**config.mk**
```make
export PLATFORM = sky130hd
export DESIGN_NAME = frame_buf
export DESIGN_NICKNAME = d
export VERILOG_FILES = /design/src/rtl/frame_buf_pkg.sv /design/src/rtl/frame_buf_ram.sv /design/src/rtl/frame_buf.sv
export SDC_FILE = /design/constraint.sdc
export NUM_CORES = 1
export LEC_CHECK = 0
export ABC_AREA = 1
export ABC_CLOCK_PERIOD_IN_PS = 3050
export CAP_MARGIN = 25
export CORE_UTILIZATION = 45
export DETAILED_ROUTE_END_ITERATION = 16
export SYNTH_ARGS = -nofsm -noshare
export SYNTH_HDL_FRONTEND = slang
export SYNTH_SLANG_ARGS = --single-unit
```
**constraint.sdc**
```tcl
create_clock -name clk -period 3.05 [get_ports clk]
set_input_delay 0.4575 -clock clk [delete_from_list [all_inputs] [get_ports clk]]
set_output_delay 0.4575 -clock clk [all_outputs]
set_load 0.02 [all_outputs]
```
**src/rtl/frame_buf_pkg.sv**
```systemverilog
// frame_buf_pkg: shared defaults, write-side state encoding and the
// 9-bit FIFO entry layout used by frame_buf and frame_buf_ram.
package frame_buf_pkg;

  localparam int DEPTH_DEF   = 64;  // byte entries, power of two 16..256
  localparam int MIN_LEN_DEF = 2;   // shortest accepted frame in bytes

  typedef enum logic [1:0] {
    IDLE = 2'd0,
    RECV = 2'd1,
    DROP = 2'd2
  } wr_state_e;

  // One FIFO entry: frame-end marker plus payload byte.
  typedef struct packed {
    logic       last;
    logic [7:0] data;
  } entry_t;

  function automatic logic [15:0] sat_inc(input logic [15:0] v);
    return (v == 16'hFFFF) ? v : v + 16'd1;
  endfunction

endpackage

```
**src/rtl/frame_buf_ram.sv**
```systemverilog
// frame_buf_ram: simple dual-port DEPTH x 9 storage.
//   clk   - write and read clock
//   we    - write enable; wdata lands at waddr on the rising edge
//   raddr - read address, sampled every cycle
//   rdata - registered read data (contents of raddr before that edge)
// Contents are not reset.
module frame_buf_ram
  import frame_buf_pkg::*;
#(
  parameter int DEPTH = DEPTH_DEF,
  parameter int AW    = $clog2(DEPTH)
) (
  input  logic          clk,
  input  logic          we,
  input  logic [AW-1:0] waddr,
  input  entry_t        wdata,
  input  logic [AW-1:0] raddr,
  output entry_t        rdata
);

  entry_t mem [DEPTH];

  always_ff @(posedge clk) begin
    if (we) mem[waddr] <= wdata;
    rdata <= mem[raddr];
  end

endmodule

```
**src/rtl/frame_buf.sv**
```systemverilog
// frame_buf: store-and-forward frame buffer. Ingress frames (contiguous
// rx_dv runs) are written speculatively and only made visible to the
// egress side once the whole frame has arrived and is at least MIN_LEN
// bytes long; frames that do not fit are dropped whole.
//   clk, rst_n          - clock, async active-low reset
//   rxd, rx_dv          - ingress byte / valid
//   out_data, out_last  - egress byte and end-of-frame marker
//   out_valid, out_ready- egress handshake
//   frm_cnt, drop_cnt   - saturating committed / dropped frame counters
//   overflow            - one-cycle pulse when a frame is dropped for space
module frame_buf
  import frame_buf_pkg::*;
#(
  parameter int DEPTH   = DEPTH_DEF,
  parameter int MIN_LEN = MIN_LEN_DEF
) (
  input  logic        clk,
  input  logic        rst_n,
  input  logic [7:0]  rxd,
  input  logic        rx_dv,
  output logic [7:0]  out_data,
  output logic        out_valid,
  output logic        out_last,
  input  logic        out_ready,
  output logic [15:0] frm_cnt,
  output logic [15:0] drop_cnt,
  output logic        overflow
);

  localparam int AW = $clog2(DEPTH);
  localparam int LW = AW + 1;
  localparam logic [LW-1:0] MIN_L = LW'(MIN_LEN);

  wr_state_e     state_q;
  logic [AW-1:0] wr_ptr_q, cmt_ptr_q, rd_ptr_q;
  logic [7:0]    hold_q;
  logic [LW-1:0] len_q;
  logic          rx_dv_q;
  logic          commit_q;
  logic [15:0]   frm_cnt_q, drop_cnt_q;
  logic          ovf_q;

  logic [AW-1:0] wr_nxt, raddr;
  logic          full, in_recv, runt, wr_en, ovf_drop, rd_fire;
  entry_t        wdata, rdata;

  // Full is judged against the read pointer before this cycle's read, so
  // a byte freed in the same cycle does not count yet.
  assign wr_nxt   = wr_ptr_q + 1'b1;
  assign full     = (wr_nxt == rd_ptr_q);
  assign in_recv  = (state_q == RECV);
  assign runt     = in_recv && !rx_dv && (len_q < MIN_L);
  // In RECV every cycle writes the held byte: mid-frame with last=0, or
  // at frame end (rx_dv low) with last=1.
  assign wr_en    = in_recv && !runt && !full;
  assign ovf_drop = in_recv && !runt && full;
  assign wdata    = '{last: ~rx_dv, data: hold_q};

  assign out_valid = (rd_ptr_q != cmt_ptr_q);
  assign rd_fire   = out_valid && out_ready;
  // Read address runs one ahead on a transfer so the registered RAM output
  // always holds the entry at rd_ptr_q; it stays put while stalled.
  assign raddr     = rd_fire ? rd_ptr_q + 1'b1 : rd_ptr_q;

  assign out_data  = out_valid ? rdata.data : 8'h00;
  assign out_last  = out_valid ? rdata.last : 1'b0;
  assign frm_cnt   = frm_cnt_q;
  assign drop_cnt  = drop_cnt_q;
  assign overflow  = ovf_q;

  always_ff @(posedge clk or negedge rst_n) begin
    if (!rst_n) begin
      state_q    <= IDLE;
      wr_ptr_q   <= '0;
      cmt_ptr_q  <= '0;
      rd_ptr_q   <= '0;
      hold_q     <= '0;
      len_q      <= '0;
      rx_dv_q    <= 1'b1;  // a frame already in flight at release is ignored
      commit_q   <= 1'b0;
      frm_cnt_q  <= '0;
      drop_cnt_q <= '0;
      ovf_q      <= 1'b0;
    end else begin
      rx_dv_q  <= rx_dv;
      ovf_q    <= 1'b0;
      commit_q <= 1'b0;
      // Publish the frame one cycle after its last byte was written so the
      // registered RAM read sees that byte before out_valid rises.
      if (commit_q) cmt_ptr_q <= wr_ptr_q;
      if (rd_fire)  rd_ptr_q  <= rd_ptr_q + 1'b1;

      unique case (state_q)
        IDLE: begin
          if (rx_dv && !rx_dv_q) begin
            hold_q  <= rxd;
            len_q   <= LW'(1);
            state_q <= RECV;
          end
        end
        RECV: begin
          if (ovf_drop) begin
            wr_ptr_q   <= cmt_ptr_q;
            ovf_q      <= 1'b1;
            drop_cnt_q <= sat_inc(drop_cnt_q);
            // Frame already over: go straight to IDLE so a frame starting
            // next cycle is not swallowed by DROP.
            state_q    <= rx_dv ? DROP : IDLE;
          end else if (runt) begin
            wr_ptr_q   <= cmt_ptr_q;
            drop_cnt_q <= sat_inc(drop_cnt_q);
            state_q    <= IDLE;
          end else begin
            wr_ptr_q <= wr_nxt;
            if (rx_dv) begin
              hold_q <= rxd;
              if (len_q != '1) len_q <= len_q + 1'b1;
            end else begin
              commit_q  <= 1'b1;
              frm_cnt_q <= sat_inc(frm_cnt_q);
              state_q   <= IDLE;
            end
          end
        end
        DROP: begin
          if (!rx_dv) state_q <= IDLE;
        end
        default: state_q <= IDLE;
      endcase
    end
  end

  frame_buf_ram #(
    .DEPTH(DEPTH),
    .AW   (AW)
  ) u_ram (
    .clk  (clk),
    .we   (wr_en),
    .waddr(wr_ptr_q),
    .wdata(wdata),
    .raddr(raddr),
    .rdata(rdata)
  );

endmodule
```
# Word level (Yosys, flattened, before mapping)
# Memory sizes are Yosys's and may differ from the RTL's. A register that Yosys moved wholly into a read port is not among the register bits.
# Cells that the tools add are included.
dict set report op_classes {
  mux 33
  bitwise 4
  n_addsub 5
  n_eq_ne 12
  n_lt_le_gt_ge 1
  n_reduce_logical 18
}
# op count
set op_table {}
lappend op_table {{$mux W16} 3}
lappend op_table {{$mux W8} 5}
lappend op_table {{$mux W7} 5}
lappend op_table {{$add A16 B1 Y16 const B} 2}
lappend op_table {{$eq A16 B16 Y1 const B} 2}
lappend op_table {{$mux W6} 3}
lappend op_table {{$pmux W8 S2} 1}
lappend op_table {{$pmux W7 S2} 1}
lappend op_table {{$add A6 B1 Y6 const B} 2}
lappend op_table {{$mux W2} 5}
lappend op_table {{$reduce_and A5 Y1} 2}
lappend op_table {{$mux W1} 9}
lappend op_table {{$ne A2 B2 Y1 const B} 4}
lappend op_table {{$add A7 B1 Y7 const B} 1}
lappend op_table {{$logic_and A1 B1 Y1} 7}
lappend op_table {{$lt A7 B2 Y1 const B} 1}
lappend op_table {{$ne A7 B7 Y1 const B} 1}
lappend op_table {{$eq A6 B6 Y1} 1}
lappend op_table {{$ne A6 B6 Y1} 1}
lappend op_table {{$pmux W2 S3} 1}
lappend op_table {{$reduce_and A6 Y1} 1}
lappend op_table {{$logic_not A1 Y1} 4}
lappend op_table {{$not A1 Y1} 4}
lappend op_table {{$reduce_bool A2 Y1} 2}
lappend op_table {{other kinds (5)} 5}
dict set report totals {
  input_bits 12
  wordCells 85
  ram_bits 576
  regBits 70
  out_inout_bits 43
  n_memories 1
}
# name words word_bits rd rd_ports_with_merged_regs write_ports line_no
set mem_list {}
lappend mem_list {u_ram.mem 64 9 1 1 1 frame_buf_ram.sv:21} ;# entry_t mem [DEPTH];

# Logic depth before layout (Yosys ltp)
dict set report logic_depth {
  ltp_word 8
  ltp_mapped 18
  ltp_nobuf 17
}

# By module
# A second synthesis with hierarchy kept.
dict set report hier_totals {
  cells_unflattened 2584
  hier_area_um2 27933.0
}
# mod area_each_um2 cells_per_inst instances
set modules_own_cells {}
lappend modules_own_cells {frame_buf_ram 23799.1 2016 1}
lappend modules_own_cells {frame_buf 4134.0 568 1}

# Worst setup path after synthesis
# OpenSTA, ideal clock, no wires.
dict set report synth_timing {
  kind {input to register}
  startpoint {input port rx_dv}
  endpoint {memory u_ram.mem[0][0] (netlist bit), enable pin}
  setup_ns 0.285
  path_slack_ns 0.384
  arrival_ns 2.381
  path_buffers 0
  path_stages 8
  cell_sequence {inv_1 -> nand4_1 -> nor3_1 -> nor2_1 -> nand2_1 -> clkinv_1 -> nand4_1 -> nor2_1}
}
dict set report synth_between {
  elab_chain_cells 8
}
# item line_no
set synth_rtl {}
lappend synth_rtl {{start: declaration} frame_buf.sv:20} ;# input logic rx_dv,
lappend synth_rtl {{$logic_not A1 Y1} -}
lappend synth_rtl {{$logic_and A1 B1 Y1 (2 in series)} frame_buf.sv:52} ;# assign runt = in_recv && !rx_dv && (len_q < MIN_L);
lappend synth_rtl {{$logic_not A1 Y1} frame_buf.sv:55} ;# assign wr_en = in_recv && !runt && !full;
lappend synth_rtl {{$logic_and A1 B1 Y1 (2 in series)} frame_buf.sv:55}
lappend synth_rtl {{$mux W1} frame_buf_ram.sv:24} ;# if (we) mem[waddr] <= wdata;
lappend synth_rtl {{$mux W1 (not written as such)} frame_buf_ram.sv:24}
lappend synth_rtl {{end: declaration} frame_buf_ram.sv:21}
# Every way passes these cells.

# Final worst setup path
dict set report layout_timing {
  startpoint {register rd_ptr_q[5]}
  endpoint {register, netlist name u_ram.rdata[6]}
}
dict set report layout_between {
  elab_chain_cells 3
  word_cells_on_any_way 4
  classes_between {add/sub (1); eq/ne (1); mux (1); reduce/logical (1)}
}
# item line_no
set layout_rtl {}
lappend layout_rtl {{start: declaration} frame_buf.sv:35} ;# logic [AW-1:0] wr_ptr_q, cmt_ptr_q, rd_ptr_q;
lappend layout_rtl {{start signal: assignment} frame_buf.sv:91} ;# if (rd_fire) rd_ptr_q <= rd_ptr_q + 1'b1;
lappend layout_rtl {{branches (longest 2 deep; another with $add A6 B1 Y6)} -}
lappend layout_rtl {{$mux W6 *} -}
# Mark *: on every way between the ends.
# A chain may end at the register's enable or synchronous reset.

==> flow_metrics.env <==
export IMPL_status="finished, final reports clean"
export IMPL_drive_gt1_share_pct=10.94
export IMPL_start_util_pct=45.69
export IMPL_r2r_cells=18
export IMPL_ant_nets=0
export IMPL_cp_required_ps=3570
export IMPL_hold_path_class="input pin to flip-flop"
export IMPL_fin_setup_tns_ps=0
export IMPL_fin_ws_ps=104.2
export IMPL_die_area_um2=66600
export IMPL_post_route_period_util_pct=96.58
export IMPL_dp_slack_ps=-28.92
export IMPL_synthFlopType="edfxtp_1"
export IMPL_p_leak_nw=13.54
export IMPL_syn_area_um2=29510
export IMPL_cts_max_path_buffers=3
export IMPL_netlist_area_leader_share_pct=58.62
export IMPL_peakVddDrop_v=0.0004671
export IMPL_drt_iter0_drc=2137
export IMPL_first_pass_iters=5
export IMPL_grt_pass1_vias=19819
export IMPL_die_h_um=258.1
export IMPL_cts_tree="yes"
export IMPL_final_cell_mix="625 x nand3_1, 576 x edfxtp_1, 527 x nand2_1"
export IMPL_place_gp_congestion=0.8920
export IMPL_path_class="flip-flop to flip-flop"
export IMPL_ys_seq_area_share_pct=65.17
export IMPL_p_per_area_nw_per_um2=909.2
export IMPL_finalHoldViolations=0
export IMPL_ys_types=37
export IMPL_clkTransAtPathRegs_ps=60
export IMPL_syn_avg_cell_area_um2=10.44
export IMPL_start_kind="flip-flop"
export IMPL_n_fill_cell=5614
export IMPL_wirelength_um=78780
export IMPL_grt_first_pass_wirelength_um=119200
export IMPL_io_buffers=54
export IMPL_final_common_cell="nand3_1"
export IMPL_timing_final_crit_period_ps=2946
export IMPL_cp_end_kind="flip-flop"
export IMPL_via_per_inst=5.440
export IMPL_cap_violations=0
export IMPL_worstMarginPinSlew_ps=1021
export IMPL_whs_ps=373.3
export IMPL_flow_area_growth_from_synthesis_pct=16.15
export IMPL_syn_num_nets=2843
export IMPL_reg2reg_from="rd_ptr_q[5]"
export IMPL_path_max_fanout=10
export IMPL_synth_area_leaders="edfxtp_1 59%, nand3_1 11%, nand2_1 6.7%"
export IMPL_grt_max_degree=87
export IMPL_cts_sinks=655
export IMPL_synthArstFlopShare_pct=10.69
export IMPL_fp_dieW_um=258.1
export IMPL_fp_row_count=93
export IMPL_instances_no_fill=3808
export IMPL_vias=20717
export IMPL_clk_latency_ps=620
export IMPL_skew_ps=41.13
export IMPL_synth_area_leader_cell="edfxtp_1"
export IMPL_cts_root_buf="clkbuf_16"
export IMPL_dp_cells=3673
export IMPL_synth_edff_count=576
export IMPL_fin_util_pct=53.07
export IMPL_crit_path_start="rd_ptr_q[5]"
export IMPL_p_total_mw=31.16
export IMPL_ios=55
export IMPL_finalSetupViolations=0
export IMPL_crit_end="u_ram.rdata[6]"
export IMPL_drcViolationCount=0
export IMPL_postLayoutCellArea_um2=34270
export IMPL_ys_ff_latch=655
export IMPL_wl_per_cell_um=20.69
export IMPL_grt_overflow=0
export IMPL_relSlewSlack_pct=31.92
export IMPL_rsz0062_at_grt="false"
export IMPL_grt_total_usage_pct=23.63
export IMPL_syn_inst=2826
export IMPL_synth_warnings=0
export IMPL_worst_r2r_endpoint="u_ram.rdata[6]"
export IMPL_finalMaxSlewViolations=0
export IMPL_diodes=0
export IMPL_dpl_cell_area_um2=31560
export IMPL_numCtsBuffers=70
export IMPL_multiInputGateArea_um2=8237
export IMPL_core_area_um2=64580
export IMPL_hpwl_um=48430
export IMPL_nets=2915
export IMPL_arrival_ps=3460
export IMPL_antenna_found_initial=0
export IMPL_seqCellArea_um2=19240
export IMPL_htree_levels=3
export IMPL_rrSetupSlack_ps=100
export IMPL_fmax_mhz=339.5
## layout make-up
| class | instances | share of cell area [%] |
|---|---|---|
| clock inverter | 45 | 1.340 |
| sequential | 655 | 56.15 |
| inverter | 429 | 4.709 |
| timing repair buffer | 153 | 5.231 |
| clock buffer | 82 | 5.421 |
| tap | 855 | 3.121 |
| multi-input combinational | 1589 | 24.03 |
## what timing repair did
| item | 4_1_cts | 5_1_grt |
|---|---|---|
| resized for setup | 4 | 85 |
| hold buffers | 1 | 0 |
| cloned | 0 | 3 |
| setup endpoints to repair | 9 | 589 |
| pin swaps | 0 | 2 |
| hold endpoints to repair | 25 | 0 |
| buffers inserted | 1 | 3 |
## registers in the layout, summed over array words and instances, names as in the netlist, 6 cells and up
register	count
u_ram.mem	576
frm_cnt	16
wr_ptr_q	6
cmt_ptr_q	6
u_ram.rdata	9
drop_cnt	16
rd_ptr_q	6
hold_q	8
len_q	7
## layer usage
layer	wire length [um]	global-route usage [%]	vias up
li1	-	-	9677
met1	33950	32.82	10192
met2	37360	38.18	737
met3	5227	3.190	111
met4	2249	8.284	0
met5	0	0	-
## worst max-delay path, cell delays in order, from the launching register on
cell,delay [ps]
dfrtp_1,400
inv_1,130
nand2_1,80
nand2_1,60
nor2_2,130
nand3_2,140
buf_4,180
nand2_4,110
inv_2,80
nand2_2,110
nand2_8,80
buf_4,180
buf_4,190
nand3_1,100
nand3_1,130
nand3_1,190
nand3_1,220
nand3_1,250
nand2_1,70
## how the worst min path moves through the flow
stage | from | to | slack, ps | cells after the start
floorplan | rst_n | cmt_ptr_q[0] | 160 | 0
global placement | state_q[0] | state_q[1] | 440 | 1
detailed placement | state_q[0] | state_q[1] | 450 | 1
CTS | rxd[0] | hold_q[0] | 350 | 3
global route | rxd[0] | hold_q[0] | 370 | 3
finish | rxd[0] | hold_q[0] | 370 | 3
## power breakdown
part / switching [mW] / internal [mW]
Clock: 3.55 / 5.06
Combinational: 7.60 / 3.59
Sequential: 0.659 / 10.7
Total: 11.8 / 19.3
## synthesized netlist by cell type, types with 7 or more instances
cell	number
xnor2_1	14
inv_1	414
nand2_1	528
buf_2	87
nor3_1	12
nor4_1	7
nor2_1	91
nand3b_1	190
dfxtp_1	9
o21ai_0	48
xor2_1	21
nand3_1	629
edfxtp_1	576
nand4_1	18
inv_2	13
buf_1	24
clkbuf_1	38
dfrtp_1	69
## kinds of logic (layout without fill, tap and decap cells)
group	Yosys count	in the layout	synth area share, %
buffers and inverters	582	709	7.823
adder cells (fa/ha/maj)	5	5	0.2120
flip-flops	655	655	65.17
AND/OR/NAND/NOR	1491	1491	24.57
XOR/XNOR	38	38	1.242
AO/OA/AOI/OAI	55	55	0.9837
Note: power is estimated with default switching activity, not from simulation.
==> patch (same settings) <==
Change the package constant `DEPTH_DEF` from 64 to 32.
--- a/src/rtl/frame_buf_pkg.sv
+++ b/src/rtl/frame_buf_pkg.sv
@@ -2,7 +2,7 @@
 // 9-bit FIFO entry layout used by frame_buf and frame_buf_ram.
 package frame_buf_pkg;
 
-  localparam int DEPTH_DEF   = 64;  // byte entries, power of two 16..256
+  localparam int DEPTH_DEF   = 32;  // byte entries, power of two 16..256
   localparam int MIN_LEN_DEF = 2;   // shortest accepted frame in bytes
 
   typedef enum logic [1:0] {
Function: no difference found for any inputs over 4 cycles, from zero or initial values and one cycle with rst_n low; that may be too few to reach the edited logic, so the function may still have changed.
==> patch against the unedited design <==
- clock power down 42%
- die area down 44%
- sequential cell count down 292
- routed wire length down 49%
- power down 42%
- area after synthesis down 44%
- worst setup slack better by 0.073 ns
- first-iteration DRC count down 55%
- cell count down 42%
- design area down 44%
==> patch: results (changes against the unedited design) <==
metric	value	unit	change
Seq/Total Area, Yosys	63.3	%	-1.8 points
vias	11700		-44%
H-tree Lvls	2		-1
DR WL/cell	18.2	um	-12%
fin nets	1747		-40%
Worst EP arrival	2.42	ns	-1.04 ns
worst reg-to-reg path cell count	11		-7
Final Cell Area	19400	um^2	-44%
placed inst area	17900	um^2	-43%
async set-reset flop share out of synthesis	18.2	%	+7.5 points
cells after synthesis	1639		-42%
layout cells sized above 1	9.10	%	-1.8 points
clk_lat worst skew	0.52	ns	-0.10 ns
Hold WS	0.459	ns	+0.0856 ns
first-pass GRT wire length	64500	um	-46%
Fillers	3197		-43%
status	complete, no violations		
RD Place Congestion	0.834		-6.6%
cts bufs inserted	40		-43%
all-layer global routing usage	21.9	%	-1.7 points
Non-Filler Instances	2220		-42%
CP Max Fanout	9		-1
DP Cell Count	2143		-42%
count of different cell masters after synthesis	35		-5.4%
DP Wirelength	24300	um	-50%
skew final	0.0101	ns	-0.0310 ns
number of global-route vias before repair	11500		-42%
patch: report_power, final:
part | total [mW] | internal [mW] | leakage (nW) | switching [mW]
logic | 6.65 | 2.14 | 3.86 | 4.51
registers | 6.54 | 6.11 | 3.54 | 0.422
clock network | 5.03 | 3.14 | 0.688 | 1.90
total | 18.2 | 11.4 | 8.09 | 6.83
patch: cells by family (layout without fill, tap and decap cells):
family / count (synthesis) / count (layout) / share of synthesized area [%]
AO/OA/AOI/OAI: 39 / 39 / 1.29
XOR/XNOR: 38 / 38 / 2.06
adder cells (fa/ha/maj): 8 / 8 / 0.605
buffers and inverters: 339 / 459 / 8.27
flip-flops: 363 / 363 / 63.3
AND/OR/NAND/NOR: 852 / 852 / 24.4
patch: per-stage QoR:
stage | worst slack, ns | total power, mW
6_report | 0.177 | 18.2
5_1_grt | 0.0127 | 19.2
4_1_cts | 0.0140 | 18.3
3_5_place_dp | 0.265 | 13.3
3_3_place_gp | 0.290 | 13.2
2_1_floorplan | 0.620 | 10.7
patch: final timing paths:
path / from / end
max: rd_ptr_q[3] / out_last
max reg2reg: wr_ptr_q[0] / u_ram.mem[26][3]
min reg2reg: hold_q[2] / hold_q[2]
max in group asynchronous: rst_n / rx_dv_q
min in group asynchronous: rst_n / frm_cnt[15]
min: rx_dv / rx_dv_q
patch: final cells by class:
class | count | area share (%)
flip-flops and latches | 363 | 54.1
multi-input cells | 937 | 24.4
repair buffers | 123 | 6.23
clock buffers | 52 | 5.67
inverters | 262 | 5.09
well taps | 461 | 2.98
clock inverters | 22 | 1.49
patch: worst max-delay path: stages (launching register included):
cell	delay, ns
dfrtp_1	0.51
inv_2	0.08
nand2_1	0.07
nand2_1	0.06
nor2_1	0.11
nand3_2	0.23
inv_4	0.23
nor2_1	0.06
clkdlybuf4s50_1	0.53
patch: metal layers:
metal / up-vias / GRT usage [%] / wire length, um
li1: 5605 / - / -
met1: 5655 / 30.9 / 18100
met2: 375 / 36.0 / 19300
met3: 38 / 2.77 / 2330
met4: 0 / 5.48 / 668
met5: - / 0 / 0
patch: what timing repair did:
action | 4_1_cts | 5_1_grt
gates resized for setup | 1 | 3
setup endpoints to repair | 9 | 11
hold endpoints to repair | 11 | 0
setup buffers | 0 | 2
hold buffers | 1 | 0
pin swaps | 0 | 1
